**src/rtl/ks8_add_arbiter_pkg.sv**
```systemverilog
// Shared constants and helpers for the ks8_add_arbiter slice: the adder width,
// the operand record carried through the pipeline, and the carry-out expression.
package ks8_add_arbiter_pkg;

  localparam int NREQ_MAX = 8;
  localparam int ADD_W    = 8;

  typedef struct packed {
    logic [ADD_W-1:0] a;
    logic [ADD_W-1:0] b;
  } operands_t;

  typedef struct packed {
    logic [ADD_W-1:0] sum;
    logic             cout;
  } result_t;

  // Carry out of the MSB, recovered from the operand MSBs and the sum MSB.
  function automatic logic carry_out(input logic a7, input logic b7, input logic s7);
    return (a7 & b7) | ((a7 | b7) & ~s7);
  endfunction

endpackage

```
**src/rtl/kogg_stone_8.sv**
```systemverilog
// 8-bit Kogge-Stone parallel-prefix adder with no carry-in. The sum is purely
// combinational; the carry-out is recovered by the caller from the MSBs.
module kogg_stone_8
  import ks8_add_arbiter_pkg::*;
(
  input  logic [ADD_W-1:0] a,
  input  logic [ADD_W-1:0] b,
  output logic [ADD_W-1:0] s
);

  logic [ADD_W-1:0] g0, p0;
  logic [ADD_W-1:0] g1, p1;
  logic [ADD_W-1:0] g2, p2;
  logic [ADD_W-1:0] g3;

  assign g0 = a & b;
  assign p0 = a ^ b;

  // Prefix levels at spans 1, 2 and 4. The left shifts feed zeros in below bit
  // 0, which is exactly the behaviour of a zero carry-in.
  assign g1 = g0 | (p0 & (g0 << 1));
  assign p1 = p0 & (p0 << 1);
  assign g2 = g1 | (p1 & (g1 << 2));
  assign p2 = p1 & (p1 << 2);
  assign g3 = g2 | (p2 & (g2 << 4));

  // g3[i] is the carry out of bit i, so bit i+1 sees it as its carry in.
  assign s = p0 ^ (g3 << 1);

endmodule

```
**src/rtl/ks8_add_arbiter_rr_arbiter.sv**
```systemverilog
// Round-robin arbiter: picks the first valid requester at or above rr_ptr,
// wrapping modulo NREQ, and reports it both one-hot and encoded.
module rr_arbiter
  import ks8_add_arbiter_pkg::*;
#(
  parameter int NREQ = 4,
  parameter int IDW  = 2
) (
  input  logic [NREQ-1:0] req_valid,
  input  logic [IDW-1:0]  rr_ptr,
  output logic [NREQ-1:0] grant,
  output logic [IDW-1:0]  winner
);

  always_comb begin
    int   idx;
    logic found;
    // NOTE: every output and local gets a value before the loop, so no path
    // through this block leaves anything unassigned and no latch is inferred.
    grant  = '0;
    winner = '0;
    found  = 1'b0;
    idx    = 0;
    for (int k = 0; k < NREQ; k++) begin
      idx = int'(rr_ptr) + k;
      if (idx >= NREQ) idx = idx - NREQ;
      if (!found && req_valid[idx]) begin
        found      = 1'b1;
        grant[idx] = 1'b1;
        winner     = IDW'(idx);
      end
    end
  end

endmodule

```
**src/rtl/ks8_add_arbiter.sv**
```systemverilog
// Shares one kogg_stone_8 adder among NREQ requesters through a round-robin
// grant and a two-stage (operand, result) valid/ready pipeline.
module ks8_add_arbiter
  import ks8_add_arbiter_pkg::*;
#(
  parameter int NREQ = 4,
  parameter int IDW  = 2
) (
  input  logic                  clk,
  input  logic                  reset,
  input  logic [NREQ-1:0]       req_valid,
  input  logic [ADD_W*NREQ-1:0] req_a,
  input  logic [ADD_W*NREQ-1:0] req_b,
  output logic [NREQ-1:0]       req_ready,
  output logic                  rsp_valid,
  input  logic                  rsp_ready,
  output logic [IDW-1:0]        rsp_id,
  output logic [ADD_W-1:0]      rsp_sum,
  output logic                  rsp_cout,
  output logic                  busy
);

  logic            op_vld_q,  op_vld_d;
  operands_t       op_q,      op_d;
  logic [IDW-1:0]  op_id_q,   op_id_d;
  logic            res_vld_q, res_vld_d;
  result_t         res_q,     res_d;
  logic [IDW-1:0]  res_id_q,  res_id_d;
  logic [IDW-1:0]  rr_ptr_q,  rr_ptr_d;

  logic [NREQ-1:0]  grant;
  logic [IDW-1:0]   winner;
  logic [ADD_W-1:0] sum;
  logic             adv;
  logic             can_load;
  logic             accept;

  rr_arbiter #(
    .NREQ (NREQ),
    .IDW  (IDW)
  ) u_arb (
    .req_valid (req_valid),
    .rr_ptr    (rr_ptr_q),
    .grant     (grant),
    .winner    (winner)
  );

  kogg_stone_8 u_add (
    .a (op_q.a),
    .b (op_q.b),
    .s (sum)
  );

  assign adv      = op_vld_q & (~res_vld_q | rsp_ready);
  assign can_load = ~op_vld_q | adv;

  // Gated by reset so no requester sees a handshake while the pipeline is held.
  assign req_ready = (reset & can_load) ? grant : '0;
  assign accept    = |(req_valid & req_ready);

  always_comb begin
    op_vld_d  = op_vld_q;
    op_d      = op_q;
    op_id_d   = op_id_q;
    res_vld_d = res_vld_q;
    res_d     = res_q;
    res_id_d  = res_id_q;
    rr_ptr_d  = rr_ptr_q;

    // The operand stage may reload on the same edge it hands off to the
    // result stage, which keeps throughput at one op per cycle.
    if (accept) begin
      op_vld_d = 1'b1;
      op_d.a   = req_a[int'(winner)*ADD_W +: ADD_W];
      op_d.b   = req_b[int'(winner)*ADD_W +: ADD_W];
      op_id_d  = winner;
      rr_ptr_d = (winner == IDW'(NREQ-1)) ? '0 : winner + 1'b1;
    end else if (adv) begin
      op_vld_d = 1'b0;
    end

    if (adv) begin
      res_vld_d  = 1'b1;
      res_d.sum  = sum;
      res_d.cout = carry_out(op_q.a[ADD_W-1], op_q.b[ADD_W-1], sum[ADD_W-1]);
      res_id_d   = op_id_q;
    end else if (res_vld_q && rsp_ready) begin
      res_vld_d = 1'b0;
    end
  end

  // Data registers are reset too because rsp_* are driven straight from them
  // and must read zero out of reset.
  always_ff @(posedge clk or negedge reset) begin
    if (!reset) begin
      op_vld_q  <= 1'b0;
      op_q      <= '0;
      op_id_q   <= '0;
      res_vld_q <= 1'b0;
      res_q     <= '0;
      res_id_q  <= '0;
      rr_ptr_q  <= '0;
    end else begin
      // NOTE: non-blocking assignments so every register samples the values
      // from before this edge, independent of statement order.
      op_vld_q  <= op_vld_d;
      op_q      <= op_d;
      op_id_q   <= op_id_d;
      res_vld_q <= res_vld_d;
      res_q     <= res_d;
      res_id_q  <= res_id_d;
      rr_ptr_q  <= rr_ptr_d;
    end
  end

  assign rsp_valid = res_vld_q;
  assign rsp_id    = res_id_q;
  assign rsp_sum   = res_q.sum;
  assign rsp_cout  = res_q.cout;
  assign busy      = op_vld_q | res_vld_q;

endmodule

```
**config.mk**
```make
export PLATFORM = sky130hd
export DESIGN_NAME = ks8_add_arbiter
export DESIGN_NICKNAME = d
export VERILOG_FILES = /design/src/rtl/ks8_add_arbiter_pkg.sv /design/src/rtl/kogg_stone_8.sv /design/src/rtl/ks8_add_arbiter_rr_arbiter.sv /design/src/rtl/ks8_add_arbiter.sv
export SDC_FILE = /design/constraint.sdc
export NUM_CORES = 1
export LEC_CHECK = 0
export BUFFER_PORTS_ARGS = -buffer_cell sky130_fd_sc_hd__buf_2
export CORE_ASPECT_RATIO = 1.25
export CORE_MARGIN = 2
export CORE_UTILIZATION = 51
export DETAILED_ROUTE_END_ITERATION = 7
export PLACE_DENSITY = 0.88
export SYNTH_ARGS = -nofsm -noshare
export SYNTH_HDL_FRONTEND = slang
export SYNTH_HIERARCHICAL = 1
export SYNTH_SLANG_ARGS = --single-unit
```
**constraint.sdc**
```tcl
create_clock -name clk -period 4 [get_ports clk]
set_clock_uncertainty 0.2 [all_clocks]
set_input_delay 0.4 -clock clk [delete_from_list [all_inputs] [get_ports clk]]
set_output_delay 0.4 -clock clk [all_outputs]
set_load 0.1 [all_outputs]
```
==> metrics.cfg <==
[global_route]
met2_usage_pct = 46.5
use_met3_pct = 3.39
grt.total_usage_pct = 23.8
first_global_vias = 2091
grt_max_degree = 29
grt_pass1_wl_um = 9670
globalRouteOverflowTotal = 0
use_met1_pct = 25.4
grt-busiest-layer = met2
antenna_found_initial = 0

[synth]
netlist.area_leader.share_pct = 32.9
avgSynthCellArea_um2 = 12.8
synth_top_cells_by_count = dfrtp_1, mux2_2, ha_1
netlist_top_cells_area = dfrtp_1, mux2_2, mux4_2
yosys_warnings = 6
syn-instance-count = 196
synthArstFlopShare_pct = 100
synth_top_area_cell = dfrtp_1
ys_types = 42
synth_ff_type = dfrtp_1
ys_seq_area_share_pct = 32.9
synth_edf_count = 0
ys_ff_latch = 33
yosysMostFrequentCell = dfrtp_1
syn_area_um2 = 2510
syn_nets = 284

[routing]
drtAntennaViolNets = 0
drt-initial-drc-count = 122
avgRoutedWirePerCell_um = 17.7
routed_wl_um = 6210
vias = 2055
viasPerCell = 5.87
drc = 0
drtPass1Iterations = 4

[floorplanning]
die_h_um = 82.5
start_util_pct = 53.1
row_count = 28
die_w_um = 66.8
dieArea_um2 = 5510
io_pins = 88
core_um2 = 4730

[flow_run]
max-cap-violations = 0

[sta]
worstMarginPinSlew_ns = 0.515
drv_slew = 0
relSlewSlack_pct = 65.6
fmax_mhz = 264
setup_viol = 0
min_period_over_period_pct = 94.6
setup_tns_ns = 0
whs_ns = 0.206
fin_crit_ns = 3.78
hold_viol = 0
rsz0062_at_grt = false

[clock_tree]
cts_sinks = 33
cts.htree.levels = 2
cts-root-buf = clkbuf_8
cts_made_buffers = 5
post-cts-setup-buffer-count = 0
clockBufferDepth = 2
cts_tree = done
clkTransAtPathRegs_ns = 0.06
clock_latency_ns = 0.28

[critical_path]
arrival_ns = 3.18
start_kind = flop
critical_path_class = flop to output port
cp_data_required_time_ns = 3.40
critPathMaxFanout = 11
crit_path_end_kind = output port

[final_layout]
syn2layout_area_growth_pct = 24.3
fin_cells = 350
final_layout_size_suffix_gt1_share_pct = 52.1
n_antenna_cell = 0
finalNetCount = 377

[placement]
portBuffers = 87
place_inst = 341
place.gp.congestion = 0.978
hpwl_um = 4930

[hold_path]
hp-class = input port to flop

[run_status]
status = finished, final reports clean

## critical path: stages, from the launching register on
cell and delay, ns:
dfrtp_1 0.56, inv_1 0.20, ha_1 0.45, mux4_2 0.48, nor2b_4 0.25, a221oi_1 0.12
o2bb2ai_1 0.23, and3_1 0.19, buf_2 0.42
## worst paths after layout
path / startpoint / to / slack [ns] / cells past startpoint
max in group asynchronous: reset / rsp_sum[0] / 2.69 / 3
min in group asynchronous: reset / rsp_id[1] / 0.30 / 2
worst max-delay path: rr_ptr_q[1] / req_ready[3] / 0.22 / 8
worst max register to register: rr_ptr_q[1] / op_q[2] / 0.34 / 9
worst min register to register: rsp_sum[0] / rsp_sum[0] / 0.30 / 1
worst min-delay path: rsp_ready / rsp_valid / 0.21 / 3
## sequential cells by signal (all words and copies together) (netlist names)
register and flops:
op_id_q 2, op_q 16, op_vld_q 1, rr_ptr_q 2
rsp_cout 1, rsp_id 2, rsp_sum 8, rsp_valid 1
## logic make-up (layout without fill, tap and decap cells)
family                     after synthesis  count (layout)  synth area share, %
AOI/OAI and AO/OA                       32              32                 9.61
muxes                                   53              53                 33.8
adders and majority gates               18              18                 9.16
xor gates and xnor gates                 4               4                 1.39
DFF                                     33              33                 32.9
and+or+nand+nor                         38              38                 9.31
buffers and inverters                   18             112                 3.83
## placed cells by master (no fill, tap or decap), types with 2 or more instances in the layout
cell	count
buf_2	87
dfrtp_1	33
mux2_2	32
ha_1	16
mux4_2	12
inv_1	9
mux4_1	8
nand2_1	7
nor2_1	7
buf_4	7
clkbuf_8	5
a21oi_1	5
and3_1	4
a221oi_1	4
nor2b_1	4
o2bb2ai_1	4
nand3b_1	3
clkbuf_1	3
nand3_1	3
a211oi_1	3
o21ai_0	3
xnor2_1	3
a22o_1	2
o211ai_1	2
nand2b_1	2
nor2b_4	2
nor3_1	2
## layer usage
| metal | up-vias | share of wire [%] |
|---|---|---|
| met5 | - | 0 |
| met4 | 0 | 1.1 |
| met3 | 6 | 3.8 |
| met2 | 68 | 58 |
| met1 | 1034 | 37 |
| li1 | 947 | - |
## per-stage QoR
stage	cell area, um^2	utilization (%)	setup WS [ns]
after floorplan	2510	-	0.683
after global placement	3030	64.2	0.530
after detailed placement	3030	64.2	0.408
after CTS	3120	66.1	0.244
after global routing	3120	66.1	0.0285
final	3120	66.1	0.217
## final cells by class
type                    instances  area, um^2
multi-input cells             145        1610
fillers                       362        1610
flip-flops and latches         33         826
repair buffers                 95         498
clock buffers                   8        80.1
well taps                      60        75.1
inverters                       9        33.8
## repair_timing
item                      in CTS  in global routing
gates resized for setup        0                  0
hold buffers                   1                  0
hold endpoints to repair       5                  0
Power is not shown: default switching activity piles up to over one toggle a cycle in this logic, so the estimate is an artifact.
